**src/rtl/spi_reg_sequencer.sv**
```systemverilog
// Register-access sequencer behind an SPI byte bridge: decodes a command byte,
// then streams register writes or prefetched register reads, one per data byte.
module spi_reg_sequencer #(
  parameter int REG_COUNT = 64
) (
  input  logic       clk,
  input  logic       rst,
  input  logic       cs_n,
  input  logic       byte_sync,
  input  logic [7:0] data_in,
  output logic [7:0] data_out,
  output logic [5:0] reg_addr,
  output logic       reg_wr,
  output logic [7:0] reg_wdata,
  output logic       reg_rd,
  input  logic [7:0] reg_rdata,
  output logic       addr_err,
  output logic       busy
);

  typedef enum logic [1:0] {
    IDLE,
    DATA,
    ACC
  } state_t;

  localparam logic [6:0] ADDR_LIMIT = 7'(REG_COUNT);

  state_t state;
  logic   cmd_rd;
  logic   cmd_inc;
  logic   rd_pend;

  function automatic logic in_range(input logic [5:0] addr);
    return {1'b0, addr} < ADDR_LIMIT;
  endfunction

  assign busy = (state != IDLE);

  always_ff @(posedge clk) begin
    // NOTE: strobes default low every edge so each one lasts exactly one cycle.
    reg_wr   <= 1'b0;
    reg_rd   <= 1'b0;
    addr_err <= 1'b0;

    if (rst) begin
      state     <= IDLE;
      data_out  <= 8'h00;
      reg_addr  <= 6'd0;
      reg_wdata <= 8'h00;
      cmd_rd    <= 1'b0;
      cmd_inc   <= 1'b0;
      rd_pend   <= 1'b0;
    end else if (cs_n) begin
      // Deselect aborts everything not yet issued, from any state.
      state    <= IDLE;
      rd_pend  <= 1'b0;
      data_out <= 8'h00;
    end else begin
      unique case (state)
        IDLE: begin
          data_out <= 8'h00;
          if (byte_sync) begin
            cmd_rd   <= data_in[7];
            cmd_inc  <= data_in[6];
            reg_addr <= data_in[5:0];
            if (data_in[7]) begin
              // Prefetch so the first data byte already shifts out reg[A].
              reg_rd   <= in_range(data_in[5:0]);
              addr_err <= !in_range(data_in[5:0]);
              state    <= ACC;
            end else begin
              state <= DATA;
            end
          end
        end

        DATA: begin
          if (rd_pend) begin
            rd_pend  <= 1'b0;
            reg_rd   <= in_range(reg_addr);
            addr_err <= !in_range(reg_addr);
            state    <= ACC;
          end else if (byte_sync) begin
            if (cmd_rd) begin
              if (cmd_inc) reg_addr <= reg_addr + 6'd1;
              rd_pend <= 1'b1;
            end else begin
              reg_wr    <= in_range(reg_addr);
              addr_err  <= !in_range(reg_addr);
              reg_wdata <= data_in;
              state     <= ACC;
            end
          end
        end

        ACC: begin
          if (cmd_rd) begin
            // A suppressed read returns zeros instead of stale bus data.
            data_out <= reg_rd ? reg_rdata : 8'h00;
          end else if (cmd_inc) begin
            reg_addr <= reg_addr + 6'd1;
          end
          state <= DATA;
        end

        default: state <= IDLE;
      endcase
    end
  end

endmodule

```
**config.mk**
```make
export PLATFORM = sky130hd
export DESIGN_NAME = spi_reg_sequencer
export DESIGN_NICKNAME = d
export VERILOG_FILES = /design/src/rtl/spi_reg_sequencer.sv
export SDC_FILE = /design/constraint.sdc
export NUM_CORES = 1
export LEC_CHECK = 0
export CAP_MARGIN = 20
export CORE_ASPECT_RATIO = 2
export CORE_MARGIN = 2
export CORE_UTILIZATION = 45
export DETAILED_ROUTE_END_ITERATION = 7
export GPL_TIMING_DRIVEN = 0
export PLACE_DENSITY = 0.79
export SYNTH_ARGS = -nofsm -noshare
export SYNTH_HDL_FRONTEND = slang
export SYNTH_SLANG_ARGS = --single-unit
```
**constraint.sdc**
```tcl
create_clock -name clk -period 2.5 [get_ports clk]
set_input_delay 0.75 -clock clk [delete_from_list [all_inputs] [get_ports clk]]
set_output_delay 0.75 -clock clk [all_outputs]
set_load 0.1 [all_outputs]
```
# ---- After elaboration in Yosys (flattened, before gate mapping)
# Cells that the tools add are included.
dict set report totals {
  regBits 29
  in_bits 20
  output_inout_bits 26
  wordCells 60
}
dict set report op_classes {
  add_sub_neg 1
  n_eq_ne 10
  mux 24
  bitwise_logic 5
  reduce_logical 11
}
# operator n
set op_table {}
lappend op_table {{two-way mux 6 bit} 6}
lappend op_table {{one-hot mux 6 bit (3 select lines)} 1}
lappend op_table {{two-way mux 8 bit} 2}
lappend op_table {{one-hot mux 8 bit (2 select lines)} 1}
lappend op_table {{inequality test 2 bit (second input constant)} 6}
lappend op_table {{two-way mux 2 bit} 5}
lappend op_table {{two-way mux 1 bit} 7}
lappend op_table {{AND reduction 7 bit} 1}
lappend op_table {{adder 6 x 1 -> 6 bit (second input constant)} 1}
lappend op_table {{inequality test 3 bit (second input constant)} 2}
lappend op_table {{one-hot mux 2 bit (3 select lines)} 1}
lappend op_table {{AND reduction 3 bit} 2}
lappend op_table {{NOT 1 bit} 5}
lappend op_table {{AND reduction 5 bit} 1}
lappend op_table {{OR reduction 5 bit} 1}
lappend op_table {{nonzero test 2 bit} 2}
lappend op_table {{nonzero test 3 bit} 1}
lappend op_table {{== test 2 x 1 -> 1 bit (second input constant)} 1}
lappend op_table {{== test 2 bit (second input constant)} 1}
lappend op_table {{logical NOT 2 bit} 1}
lappend op_table {{one-hot mux 1 bit (2 select lines)} 1}
lappend op_table {{AND reduction 2 bit} 1}
lappend op_table {{OR reduction 2 bit} 1}

# ---- Longest topological paths before layout
dict set report depth {
  depth_word 6
  depth_mapped 7
  depth_no_buf 6
}

# ---- Least setup slack after synthesis
# Ideal clock, no wire load.
dict set report synth_path {
  path_type {flip-flop to output port}
  from {register state[1]}
  to {output busy}
  t_arrival_ps 1328
  required_ps 1750
  setup_slack_ps 422
  path_stages_with_launch 4
  n_path_buf 0
  cell_sequence {dfxtp_1 inv_1 ha_1 inv_1}
}
dict set report synth_via {
  elab_chain_len 1
}
# item line
set synth_lines {}
lappend synth_lines {{from (decl)} 29} ;# state_t state;
lappend synth_lines {{from (signal assigned)} 47} ;# state <= IDLE;
lappend synth_lines {{from (signal assigned)} 56} ;# state <= IDLE;
lappend synth_lines {{from (signal assigned)} 71} ;# state <= ACC;
lappend synth_lines {{nonzero test 2 bit} 38} ;# assign busy = (state != IDLE);
lappend synth_lines {{to (decl)} 18} ;# output logic busy
# Every way passes these cells.

# ---- Final worst setup path
dict set report layout_path {
  from {register reg_wr}
  to {output reg_wr}
}
# item line
set layout_lines {}
lappend layout_lines {{from (decl)} 13} ;# output logic reg_wr,
lappend layout_lines {{from (signal assigned)} 89} ;# reg_wr <= in_range(reg_addr);
# No word-level cell between the ends.

==> out/results.tsv <==
stage	metric	value	unit
logic_synthesis	ys_seq_area_frac	0.408	
logic_synthesis	netlist_instances	155	
pwr	finalPower	1.26	mW
logic_synthesis	synth_nets	182	
clock_tree	holdBufCountCts	0	
sta	slew_viol_final	0	
floorplan	dieArea	0.00365	mm^2
sta	max_freq	406	MHz
logic_synthesis	synthAdderAreaFrac	0.0616	
pwr	power_density	641	mW/mm^2
layout	final_common_cell	dfxtp_1	
setup_path	path_class	reg2out	
routing	viasPerCell	5.83	
min_path	min-delay-start	reg_wdata[2]	
setup_path	path_buf_inv	1	
setup_path	reg2reg_slack	0.34	ns
sta	slew_headroom	0.350	
logic_synthesis	synth_top_family_by_area	compound AO/OA/AOI/OAI gates	
layout	area_delta_synth_final	38.6	%
setup_path	rr_worst_depth	6	
routing	drcViolationCount	0	
setup_path	crit_chain	clkdlybuf4s50_1	
routing	routed_wl	3820	um
setup_path	cp.depth	1	
floorplan	coreArea	0.00298	mm^2
logic_synthesis	synth_flop_cell	dfxtp_1	
setup_path	crit_end	reg_wr	
clock_tree	cts_resized	28	
run_status	run_status	completed	
floorplan	die_x	43.8	um
clock_tree	cts_setup_buffers	0	
floorplan	io_pins	46	
global_route	grt_first_pass_wirelength	6370	um
floorplan	start_util	0.478	
min_path	hold_class	reg2reg	
clock_tree	cts_made_buffers	5	
global_route	grt_pass1_vias	1435	
place	port_buffers	43	
global_route	grtUsageTotal	0.228	
global_route	grt-ovfl-total	0	
setup_path	reg2reg_to	reg_addr[4]	
layout	fin_util	0.662	
logic_synthesis	synth-edff-count	0	
setup_path	critPathMaxFanout	1	
logic_synthesis	synthDistinctLibCells	42	
clock_tree	cts.path.max_buffers	2	
logic_synthesis	ys_warn_count	0	
global_route	antenna_found_initial	0	
logic_synthesis	synthXorXnorAreaFrac	0	
clock_tree	clk_latency	0.28	ns
logic_synthesis	synth.cell_area	0.00142	mm^2
sta	fin_crit	2.47	ns
logic_synthesis	synth_mux_area_frac	0.0985	
layout	final_cell_mix	dfxtp_1, nor2_1, dlygate4sd2_1, clkdlybuf4s50_1, mux2i_1	
place	pre_cts_ws	-0.296	ns
routing	vias	1376	
sta	rsz0062_at_grt	false	
sta	finalSetupViolations	0	
sta	min_period_over_period	0.986	
pwr	power.leakage	0.844	nW
job	cap_viol_max_count	0	
setup_path	cp.required	1.75	ns
logic_synthesis	postSynth.asyncResetShare	0	
sta	worst_pin_slew	0.972	ns
setup_path	cp-startpoint	reg_wr	
clock_tree	htreeDepth	2	
setup_path	cp_top_family	buffers and inverters	
floorplan	die_h	83.5	um
logic_synthesis	syn_area_per_cell	9.18	um^2
routing	antenna_left	0	
clock_tree	cts_tree	done	
routing	drt-initial-drc-count	55	
layout	diodes	0	
sta	finalHoldViolations	0	
sta	clock_skew	0.00540	ns
pwr	ir_drop	424	uV
setup_path	critPathLaunchType	register	
setup_path	slowest_stage	clkdlybuf4s50_1	
sta	tns	0	ns
floorplan	rows	28	
place	gp_congestion	0.864	
logic_synthesis	synth_compound_area_frac	0.211	
layout	drive_gt1_frac	0.0728	
clock_tree	clock-sinks	29	
sta	setup_ws	0.0344	ns
setup_path	cp-end-kind	output pin	
logic_synthesis	synthSimpleGateAreaFrac	0.170	
layout	layout.nets	232	
global_route	grt_max_degree	12	
routing	avgRoutedWirePerCell	16.2	um
setup_path	critPathArrivalTime	1.72	ns
setup_path	reg2reg_from	state[1]	
routing	drtPass1Iterations	5	
setup_path	slowest_delay	1.13	ns
place	hpwl	2980	um
logic_synthesis	synth-seq-cells	29	
clock_tree	path_clk_slew	0.06	ns
clock_tree	clockRootBuffer	clkbuf_8	
[stage by stage]
| stage | area, um^2 | hold WS, ns | instances |
|---|---|---|---|
| 6_report | 1970 | 0.496 | 236 |
| 5_1_grt | 1970 | 0.525 | 236 |
| 4_1_cts | 1970 | 0.500 | 236 |
| 3_5_place_dp | 1890 | 0.486 | 228 |
| 3_3_place_gp | 1890 | 0.473 | 228 |
| 2_1_floorplan | 1420 | 0.463 | 155 |
[where the power goes]
| group | switching (mW) | internal (mW) | leakage [nW] |
|---|---|---|---|
| sequential | 0.0166 | 0.477 | 0.235 |
| clock | 0.191 | 0.298 | 0.0543 |
| combinational | 0.193 | 0.0889 | 0.555 |
[area by class of cell]
type                       instances  area, um^2
clock inverter                     3        46.3
tap                               30        37.5
multi-input combinational        109         773
buffer                             7        31.3
fill                             264        1010
sequential                        29         581
clock buffer                       5        68.8
timing repair buffer              43         397
inverter                          10        37.5
[kinds of logic (layout without fill, tap and decap cells)]
family	after synthesis	count (layout)
simple gates	50	50
buf+inv	17	68
fa+ha+maj	7	7
flops	29	29
other cells	1	1
mux	14	14
compound gates	37	37
[metal layers]
| layer | GRT usage | vias to the layer above | share of wire |
|---|---|---|---|
| li1 | - | 665 | - |
| met1 | 0.204 | 648 | 0.34 |
| met2 | 0.432 | 53 | 0.58 |
| met3 | 0.0498 | 10 | 0.051 |
| met4 | 0.118 | 0 | 0.027 |
| met5 | 0 | - | 0 |
[cells in the mapped netlist (2+ instances only)]
master | instances | share of area
a21oi_1 | 6 | 0.021
a22oi_1 | 8 | 0.042
a311o_1 | 2 | 0.014
a31oi_1 | 2 | 0.0088
clkbuf_1 | 5 | 0.013
dfxtp_1 | 29 | 0.41
ha_1 | 7 | 0.062
inv_1 | 10 | 0.026
mux2i_1 | 14 | 0.099
nand2_1 | 5 | 0.013
nand2b_1 | 2 | 0.0088
nand3_1 | 4 | 0.014
nor2_1 | 24 | 0.063
nor2b_1 | 3 | 0.013
nor3_1 | 2 | 0.0070
nor3b_1 | 2 | 0.011
o21ai_0 | 2 | 0.0070
o22ai_1 | 2 | 0.0088
o31ai_1 | 2 | 0.011
o41ai_1 | 2 | 0.012
[registers in the layout, summed over array words and instances, names as in the netlist]
register and cells:
reg_addr 6, state 2, reg_rd 1, reg_wr 1
rd_pend 1, cmd_rd 1, cmd_inc 1, data_out 8
reg_wdata 8
[how the worst min path moves through the flow]
stage / slack, ns / depth (start not counted) / endpoint
after floorplan: 0.46 / 2 / cmd_inc
after global placement: 0.47 / 2 / reg_wdata[5]
after detailed placement: 0.49 / 2 / reg_wdata[4]
after CTS: 0.50 / 2 / reg_wdata[4]
after global routing: 0.53 / 2 / reg_wdata[2]
final: 0.50 / 2 / reg_wdata[2]
Note: power is estimated with default switching activity, not from simulation.
